File: src/rtl/shift_arb_pkg.sv
// Shared types and constants for the shift arbiter slice.
package shift_arb_pkg;

  localparam int unsigned SHIFT_W = 8;
  localparam int unsigned SHAMT_W = 3;

  typedef enum logic [1:0] {
    SRA = 2'b00,
    SRL = 2'b01,
    SLL = 2'b10,
    ROR = 2'b11
  } shift_op_t;

  typedef enum logic [0:0] {
    StIdle = 1'b0,
    StFull = 1'b1
  } slot_state_e;

endpackage

File: src/rtl/shift_unit_8.sv
// Combinational 8-bit barrel shifter: three conditional stages (1, 2, 4) with an op select.
module shift_unit_8
  import shift_arb_pkg::*;
(
  input  logic [SHIFT_W-1:0] a,
  input  logic [SHAMT_W-1:0] amt,
  input  shift_op_t          op,
  output logic [SHIFT_W-1:0] y
);

  logic [SHIFT_W-1:0] stage [SHAMT_W+1];

  assign stage[0] = a;

  for (genvar g = 0; g < SHAMT_W; g++) begin : g_stage
    localparam int unsigned N = 1 << g;
    logic [SHIFT_W-1:0] shifted;

    // SRA fill stays correct across stages because the MSB is preserved at every step.
    always_comb begin
      case (op)
        SRA:     shifted = {{N{stage[g][SHIFT_W-1]}}, stage[g][SHIFT_W-1:N]};
        SRL:     shifted = {{N{1'b0}}, stage[g][SHIFT_W-1:N]};
        SLL:     shifted = {stage[g][SHIFT_W-1-N:0], {N{1'b0}}};
        ROR:     shifted = {stage[g][N-1:0], stage[g][SHIFT_W-1:N]};
        default: shifted = stage[g];
      endcase
    end

    assign stage[g+1] = amt[g] ? shifted : stage[g];
  end

  assign y = stage[SHAMT_W];

endmodule

File: src/rtl/shift_arbiter_8.sv
// Arbitrates NREQ requesters onto one shared shift unit with a single-entry response slot.
// Define SHIFT_ARB_RR_EN for round-robin arbitration; default build is fixed priority.
module shift_arbiter_8
  import shift_arb_pkg::*;
#(
  parameter int unsigned NREQ = 2,
  parameter int unsigned IDW  = $clog2(NREQ)
) (
  input  logic                 clk,
  input  logic                 rst,
  input  logic [NREQ-1:0]      req_valid,
  output logic [NREQ-1:0]      req_ready,
  input  logic [NREQ*8-1:0]    req_a,
  input  logic [NREQ*8-1:0]    req_b,
  input  logic [NREQ*2-1:0]    req_op,
  output logic                 rsp_valid,
  input  logic                 rsp_ready,
  output logic [SHIFT_W-1:0]   rsp_data,
  output logic [IDW-1:0]       rsp_id,
  output logic                 busy
);

  slot_state_e        state_q, state_d;
  logic [NREQ-1:0]    grant;
  logic [IDW-1:0]     win_id;
  logic               slot_free;
  logic               accept;
  logic [SHIFT_W-1:0] shift_res;
  logic [SHIFT_W-1:0] rsp_data_q;
  logic [IDW-1:0]     rsp_id_q;

  logic [SHIFT_W-1:0] a_arr   [NREQ];
  logic [SHAMT_W-1:0] b_arr   [NREQ];
  shift_op_t          op_arr  [NREQ];
  logic [NREQ*5-1:0]  unused_b_hi;

  for (genvar g = 0; g < NREQ; g++) begin : g_unpack
    assign a_arr[g]               = req_a[8*g+7:8*g];
    assign b_arr[g]               = req_b[8*g+2:8*g];
    assign unused_b_hi[5*g+4:5*g] = req_b[8*g+7:8*g+3];
    assign op_arr[g]              = shift_op_t'(req_op[2*g+1:2*g]);
  end

  assign slot_free = (state_q == StIdle) || rsp_ready;

`ifdef SHIFT_ARB_RR_EN
  logic [IDW-1:0] ptr_q, ptr_d;
  logic [IDW-1:0] rr_idx;

  // Search starts at the pointer; the first valid index met wins.
  always_comb begin
    grant  = '0;
    rr_idx = '0;
    for (int unsigned off = 0; off < NREQ; off++) begin
      rr_idx = IDW'((32'(ptr_q) + off) % NREQ);
      if (req_valid[rr_idx] && (grant == '0)) begin
        grant[rr_idx] = 1'b1;
      end
    end
  end

  always_comb begin
    ptr_d = ptr_q;
    if (accept) begin
      ptr_d = (win_id == IDW'(NREQ - 1)) ? '0 : win_id + IDW'(1);
    end
  end

  always_ff @(posedge clk or posedge rst) begin
    if (rst) begin
      ptr_q <= '0;
    end else begin
      ptr_q <= ptr_d;
    end
  end
`else
  // Isolate the lowest set bit: lowest index always wins.
  assign grant = req_valid & (~req_valid + NREQ'(1));
`endif

  always_comb begin
    win_id = '0;
    for (int unsigned i = 0; i < NREQ; i++) begin
      if (grant[IDW'(i)]) begin
        win_id = IDW'(i);
      end
    end
  end

  assign req_ready = grant & {NREQ{slot_free}};
  assign accept    = |(req_valid & req_ready);

  shift_unit_8 u_shift_unit (
    .a   (a_arr[win_id]),
    .amt (b_arr[win_id]),
    .op  (op_arr[win_id]),
    .y   (shift_res)
  );

  always_comb begin
    state_d = state_q;
    unique case (state_q)
      StIdle: begin
        if (accept) state_d = StFull;
      end
      StFull: begin
        if (accept)         state_d = StFull;
        else if (rsp_ready) state_d = StIdle;
      end
      default: state_d = StIdle;
    endcase
  end

  always_ff @(posedge clk or posedge rst) begin
    if (rst) begin
      state_q    <= StIdle;
      rsp_data_q <= '0;
      rsp_id_q   <= '0;
    end else begin
      state_q <= state_d;
      if (accept) begin
        rsp_data_q <= shift_res;
        rsp_id_q   <= win_id;
      end
    end
  end

  assign rsp_valid = (state_q == StFull);
  assign busy      = rsp_valid;
  assign rsp_data  = rsp_data_q;
  assign rsp_id    = rsp_id_q;

endmodule

File: config.mk
export PLATFORM = sky130hd
export DESIGN_NAME = shift_arbiter_8
export DESIGN_NICKNAME = d
export VERILOG_FILES = /design/src/rtl/shift_arb_pkg.sv /design/src/rtl/shift_unit_8.sv /design/src/rtl/shift_arbiter_8.sv
export SDC_FILE = /design/constraint.sdc
export NUM_CORES = 1
export LEC_CHECK = 0
export ABC_AREA = 1
export BUFFER_PORTS_ARGS = -buffer_cell sky130_fd_sc_hd__buf_2
export CORE_UTILIZATION = 40
export DETAILED_ROUTE_END_ITERATION = 10
export MAX_ROUTING_LAYER = met4
export PLACE_DENSITY = 0.68
export SLEW_MARGIN = 30
export SYNTH_ARGS = -nofsm -noshare
export SYNTH_HDL_FRONTEND = slang
export SYNTH_SLANG_ARGS = --single-unit
File: constraint.sdc
create_clock -name clk -period 2.9 [get_ports clk]
set_input_delay 0.435 -clock clk [delete_from_list [all_inputs] [get_ports clk]]
set_output_delay 0.435 -clock clk [all_outputs]
set_load 0.05 [all_outputs]
==> results.py, run 1 <==
metrics = {
    "run_status": {
        "outcome": "finished, final reports clean",
    },
    "floorplan": {
        "die_h_um": 59.4,
        "die_w_um": 59.4,
        "io_pins": 54,
        "die-area_um2": 3520,
        "start_util_pct": 42.8,
        "core_area_um2": 3080,
        "rows": 20,
    },
    "sta": {
        "maxSlewHeadroom_pct": 74.5,
        "maxSlewViolCount": 0,
        "post-route-min-period_ps": 2000,
        "finalHoldViolCount": 0,
        "setup-violations-final": 0,
        "rsz0062_at_grt": "false",
        "worstMarginPinSlew_ps": 381,
        "fmax_mhz": 500,
        "fin_skew_ps": 5.24,
        "fin_crit_sh_pct": 69.0,
        "setup_tns_ps": 0,
    },
    "global_routing": {
        "antenna_found_initial": 0,
        "grt_max_degree": 21,
        "grt_pass1_wl_mm": 5.48,
        "first_global_vias": 1332,
        "grt_usage_pct": 20.4,
        "grt-ovfl-total": 0,
    },
    "cts": {
        "cts_hold_buffers": 0,
        "clock_path_buffers": 2,
        "cts-resized-gates": 0,
        "tritoncts": "yes",
        "cts_buffers": 3,
        "clk_pin_slew_ps": 70,
        "post-cts-setup-buffers": 0,
        "root_buffer": "clkbuf_4",
        "numClockSinks": 10,
        "htreeDepth": 1,
        "clkLatencyLatePin_ps": 260,
    },
    "setup_path": {
        "crit_path_start_kind": "input port",
        "required_ps": 3050,
        "end_kind": "register",
        "worstPathMaxFanout": 20,
        "path_class": "input port to register",
        "cp.arrival_ps": 2150,
    },
    "synth": {
        "netlist_instances": 231,
        "syn_area_per_cell_um2": 5.70,
        "synth_top_cells_by_area": "nand2_1 (27%), dfrtp_1 (19%), nand3_1 (14%)",
        "synth_edf_count": 0,
        "ys_warn_count": 0,
        "synthFlopType": "dfrtp_1",
        "synth_seq_cells": 10,
        "synthArstFlopShare_pct": 100,
        "ys_seq_area_share_pct": 19.0,
        "ys_types": 26,
        "synth_top_area_share_pct": 26.8,
        "syn_area_um2": 1320,
        "synth_top_area_cell": "nand2_1",
        "syn_nets": 272,
    },
    "placement": {
        "dp_hpwl_mm": 2.58,
        "port_buffers": 43,
        "gp_congestion": 0.891,
        "dpl.cell_count": 312,
    },
    "route": {
        "vias_per_cell": 4.81,
        "drc_errors": 0,
        "drtIter0Drc": 42,
        "postRouteAntennaNets": 0,
        "dr_total_vias": 1520,
        "wirelength_mm": 3.16,
        "first_pass_iters": 4,
        "wire_per_inst_um": 10.0,
    },
    "power": {
        "powerDensity_nw_per_um2": 458,
        "vdd_ir_drop_max_mv": 0.303,
        "leakage_nw": 0.955,
    },
    "finish": {
        "layout_commonest_cell": "nand2_1",
        "num-nets-final": 314,
        "seq_area_um2": 250,
        "antennaDiodeCount": 0,
        "fin_cells": 316,
        "layout_common_cells": "nand2_1 (94), buf_2 (43), nand3_1 (38), inv_1 (27), dfrtp_1 (10)",
        "layout-drive-gt1-share_pct": 28.3,
        "multiInputGateArea_um2": 868,
        "fill_cells": 356,
        "synthToLayoutAreaGrowth_pct": 18.9,
    },
    "flow_run": {
        "cap_violations": 0,
    },
    "min_path": {
        "hold_class": "input port to asynchronous set/reset pin",
    },
}
## path summary, 6_finish.rpt
| path | startpoint | end | slack (ps) | depth (start not counted) |
|---|---|---|---|---|
| min in group clk | rsp_ready | busy | 360 | 2 |
| hold / removal | rst | rsp_data[2] | 130 | 2 |
| setup reg to reg | busy | rsp_data[2] | 1340 | 9 |
| hold reg to reg | rsp_data[0] | rsp_data[0] | 480 | 2 |
| setup / recovery | req_valid[0] | rsp_data[4] | 900 | 13 |
| max in group asynchronous | rst | rsp_id | 2500 | 2 |
## Yosys cell counts, types with 2 or more instances
cell type,count
nand3b_1,3
nand3_1,38
nor2_2,3
dfrtp_1,10
nand4_1,3
buf_6,4
nand3_2,4
inv_2,4
o21ai_0,6
nand2_4,3
nand2_1,94
nand2_2,7
nor2_1,7
o21ai_1,2
o21ai_2,3
inv_1,27
buf_4,3
a21oi_1,2
## cells by family (layout without fill, tap and decap cells)
group	after synthesis	in the layout	share of synthesized area (%)
compound gates	16	16	7.51
buf+inv	40	81	15.0
flops	10	10	19.0
simple gates	165	165	58.5
## critical path: stages
cell      delay [ps]
buf_2            110
inv_2            120
nand2_2          260
nand2_1          150
nand2_2          130
nand2_2          220
inv_1            140
nor2_4           160
o211ai_1         140
nand3_1           90
nand2_1           50
nand3_1           80
nand2_1           50
## per-stage QoR
step / hold slack, ps / instance area (um2) / util, % / total power [W] / worst slack, ps
2_1_floorplan: 275 / 1320 / - / 0.000511 / 693
3_3_place_gp: 421 / 1530 / 49.7 / 0.000591 / 634
3_5_place_dp: 423 / 1530 / 49.7 / 0.000594 / 619
4_1_cts: 135 / 1570 / 50.9 / 0.000719 / 905
5_1_grt: 159 / 1570 / 50.9 / 0.000776 / 657
6_report: 128 / 1570 / 50.9 / 0.000717 / 900
## cell type report
| cell class | instances | area share (%) |
|---|---|---|
| clock buffers | 4 | 2.32 |
| inverters | 32 | 7.99 |
| multi-input cells | 181 | 55.5 |
| flip-flops and latches | 10 | 16.0 |
| well taps | 44 | 3.52 |
| repair buffers | 45 | 14.7 |
## routing by layer
metal / routed length (um) / share of wire [%] / vias to the layer above / GRT usage (%)
met3: 144 / 4.6 / 2 / 3.28
met5: 0 / 0 / - / -
li1: - / - / 809 / -
met1: 1550 / 49 / 667 / 27.4
met4: 14 / 0.44 / 0 / 2.72
met2: 1450 / 46 / 42 / 32.9
## flip-flops by register name, indices dropped and copies added, names as in the netlist
name,cells
rsp_data,8
busy,1
rsp_id,1
## power breakdown
group / internal (W) / leakage [nW] / switching (W)
clock network: 0.0000762 / 0.0210 / 0.0000490
logic: 0.000115 / 0.812 / 0.000295
registers: 0.000169 / 0.123 / 0.0000132
total: 0.000360 / 0.955 / 0.000357
(Power assumes the default switching activity.)
==> run 2, diff against run 1 <==
--- a/config.mk
+++ b/config.mk
@@ -10,7 +10,7 @@
 export CORE_UTILIZATION = 40
 export DETAILED_ROUTE_END_ITERATION = 10
 export MAX_ROUTING_LAYER = met4
-export PLACE_DENSITY = 0.68
+export PLACE_DENSITY = 0.71
 export SLEW_MARGIN = 30
 export SYNTH_ARGS = -nofsm -noshare
 export SYNTH_HDL_FRONTEND = slang
==> constraint.sdc (replaced) <==
create_clock -name clk -period 1.8 [get_ports clk]
set_input_delay 0.27 -clock clk [delete_from_list [all_inputs] [get_ports clk]]
set_output_delay 0.27 -clock clk [all_outputs]
set_load 0.05 [all_outputs]
==> run 2 against run 1 <==
  * Utilization increased by 2.2 points
  * Die area unchanged
  * Clock-buffer cell count unchanged
  * Hold slack improved by 63 ps
  * Design area increased by 4.4%
  * Sequential power increased by 63%
  * Global-route usage increased by 1.7 points
  * Critical endpoint is now rsp_data[0]
  * Largest cell class unchanged
  * Combinational power increased by 66%
  * Clock skew decreased by 4.8 ps
  * Register-to-register slack got worse by 1000 ps
==> results.py, run 2 (synthesized netlist as in run 1, its figures left out) <==
metrics = {
    "run_status": {
        "outcome": "finished, final reports clean",
    },
    "sta": {
        "worstMarginPinSlew_ps": 401,
        "fmax_mhz": 664,
        "fin_crit_sh_pct": 83.7,
        "post-route-min-period_ps": 1510,
        "rsz0062_at_grt": "false",
        "finalHoldViolCount": 0,
        "setup_tns_ps": 0,
        "maxSlewViolCount": 0,
        "setup-violations-final": 0,
        "fin_skew_ps": 0.432,
        "maxSlewHeadroom_pct": 73.2,
    },
    "placement": {
        "dp_hpwl_mm": 2.70,
        "dpl.cell_count": 319,
        "port_buffers": 43,
        "gp_congestion": 0.906,
    },
    "route": {
        "vias_per_cell": 4.74,
        "drc_errors": 0,
        "dr_total_vias": 1535,
        "first_pass_iters": 4,
        "wire_per_inst_um": 10.2,
        "wirelength_mm": 3.30,
        "postRouteAntennaNets": 0,
        "drtIter0Drc": 38,
    },
    "cts": {
        "numClockSinks": 10,
        "post-cts-setup-buffers": 0,
        "tritoncts": "yes",
        "cts-resized-gates": 0,
        "clock_path_buffers": 2,
        "cts_buffers": 3,
        "htreeDepth": 1,
        "clkLatencyLatePin_ps": 270,
        "root_buffer": "clkbuf_4",
        "clk_pin_slew_ps": 70,
    },
    "power": {
        "leakage_nw": 0.992,
        "power_w": 0.00119,
        "vdd_ir_drop_max_mv": 0.383,
        "powerDensity_nw_per_um2": 726,
    },
    "global_routing": {
        "grt_max_degree": 15,
        "grt_usage_pct": 22.1,
        "antenna_found_initial": 0,
        "first_global_vias": 1426,
        "grt-ovfl-total": 0,
        "grt_pass1_wl_mm": 5.91,
    },
    "floorplan": {
        "core_area_um2": 3080,
        "rows": 20,
        "die_w_um": 59.4,
        "io_pins": 54,
        "die_h_um": 59.4,
        "start_util_pct": 42.8,
        "die-area_um2": 3520,
    },
    "setup_path": {
        "timing.rr.end": "rsp_data[2]",
        "worstPathMaxFanout": 14,
        "required_ps": 1960,
        "cp.arrival_ps": 1670,
        "ff2ff_setup_slack_ps": 340,
        "reg2reg_depth": 8,
        "path_class": "input port to register",
        "end_kind": "register",
        "r2r_start": "busy",
        "crit_path_start_kind": "input port",
    },
    "min_path": {
        "hp-start": "rsp_ready",
        "min_to": "busy",
        "holdPathStages": 2,
        "hold_class": "input port to register",
    },
    "flow_run": {
        "cap_violations": 0,
    },
    "finish": {
        "layout_common_cells": "nand2_1 (94), buf_2 (43), nand3_1 (38), inv_1 (27)",
        "num-nets-final": 322,
        "synthToLayoutAreaGrowth_pct": 24.1,
        "largest_reg_flops": 8,
        "antennaDiodeCount": 0,
        "layout_commonest_cell": "nand2_1",
        "fin_cells": 324,
        "layout-drive-gt1-share_pct": 31.1,
    },
}
run 2: worst max path at each step:
| stage | from | end | slack, ps | depth (start not counted) |
|---|---|---|---|---|
| global route | req_valid[0] | rsp_data[1] | 110 | 12 |
| detailed placement | req_valid[0] | rsp_data[0] | 30 | 13 |
| CTS | req_valid[0] | rsp_data[0] | 310 | 13 |
| finish | req_valid[0] | rsp_data[0] | 290 | 13 |
| global placement | req_valid[0] | rsp_data[5] | 40 | 13 |
| floorplan | req_valid[1] | rsp_data[2] | 20 | 10 |
run 2: where the power goes:
group          total (W)  switching (W)  internal, W
Sequential      0.000296      0.0000236     0.000273
Combinational   0.000681       0.000480     0.000201
Clock           0.000209      0.0000859     0.000123
Total            0.00119       0.000589     0.000596
run 2: metal layers:
layer | vias up | track usage [%] | routed length [um]
met5 | - | - | 0
met1 | 674 | 28.4 | 1620
met2 | 34 | 36.3 | 1550
met3 | 0 | 4.59 | 132
li1 | 827 | - | -
met4 | 0 | 3.40 | 0
run 2: worst max-delay path, stage by stage:
cell and delay, ps:
buf_2 100, inv_2 50, nand2_2 140, buf_4 220, nand2_1 80, o21ai_2 70, inv_2 120, nor2_2 180
nand3_1 140, nand4_1 120, nand2_1 60, nand2_1 50, nand2_1 60
run 2: final cells by class:
| cell class | count | area [um2] |
|---|---|---|
| Clock buffer | 4 | 36.3 |
| Tap cell | 44 | 55.1 |
| Timing Repair Buffer | 53 | 293 |
| Multi-Input combinational cell | 181 | 873 |
| Fill cell | 342 | 1440 |
| Inverter | 32 | 125 |
| Sequential cell | 10 | 251 |
run 2: timing repair:
| action | 4_1_cts | 5_1_grt |
|---|---|---|
| hold buffers | 1 | 0 |
| setup endpoints to repair | 0 | 0 |
| endpoints found under the hold margin | 10 | 0 |
run 2: stage by stage:
stage,hold WS [ps],util (%),worst slack [ps],cell area [um2]
floorplan,110,-,23.1,1320
global placement,260,51.6,43.1,1590
detailed placement,272,51.6,34.9,1590
CTS,187,53.1,313,1630
global route,194,53.1,111,1630
finish,191,53.1,294,1630
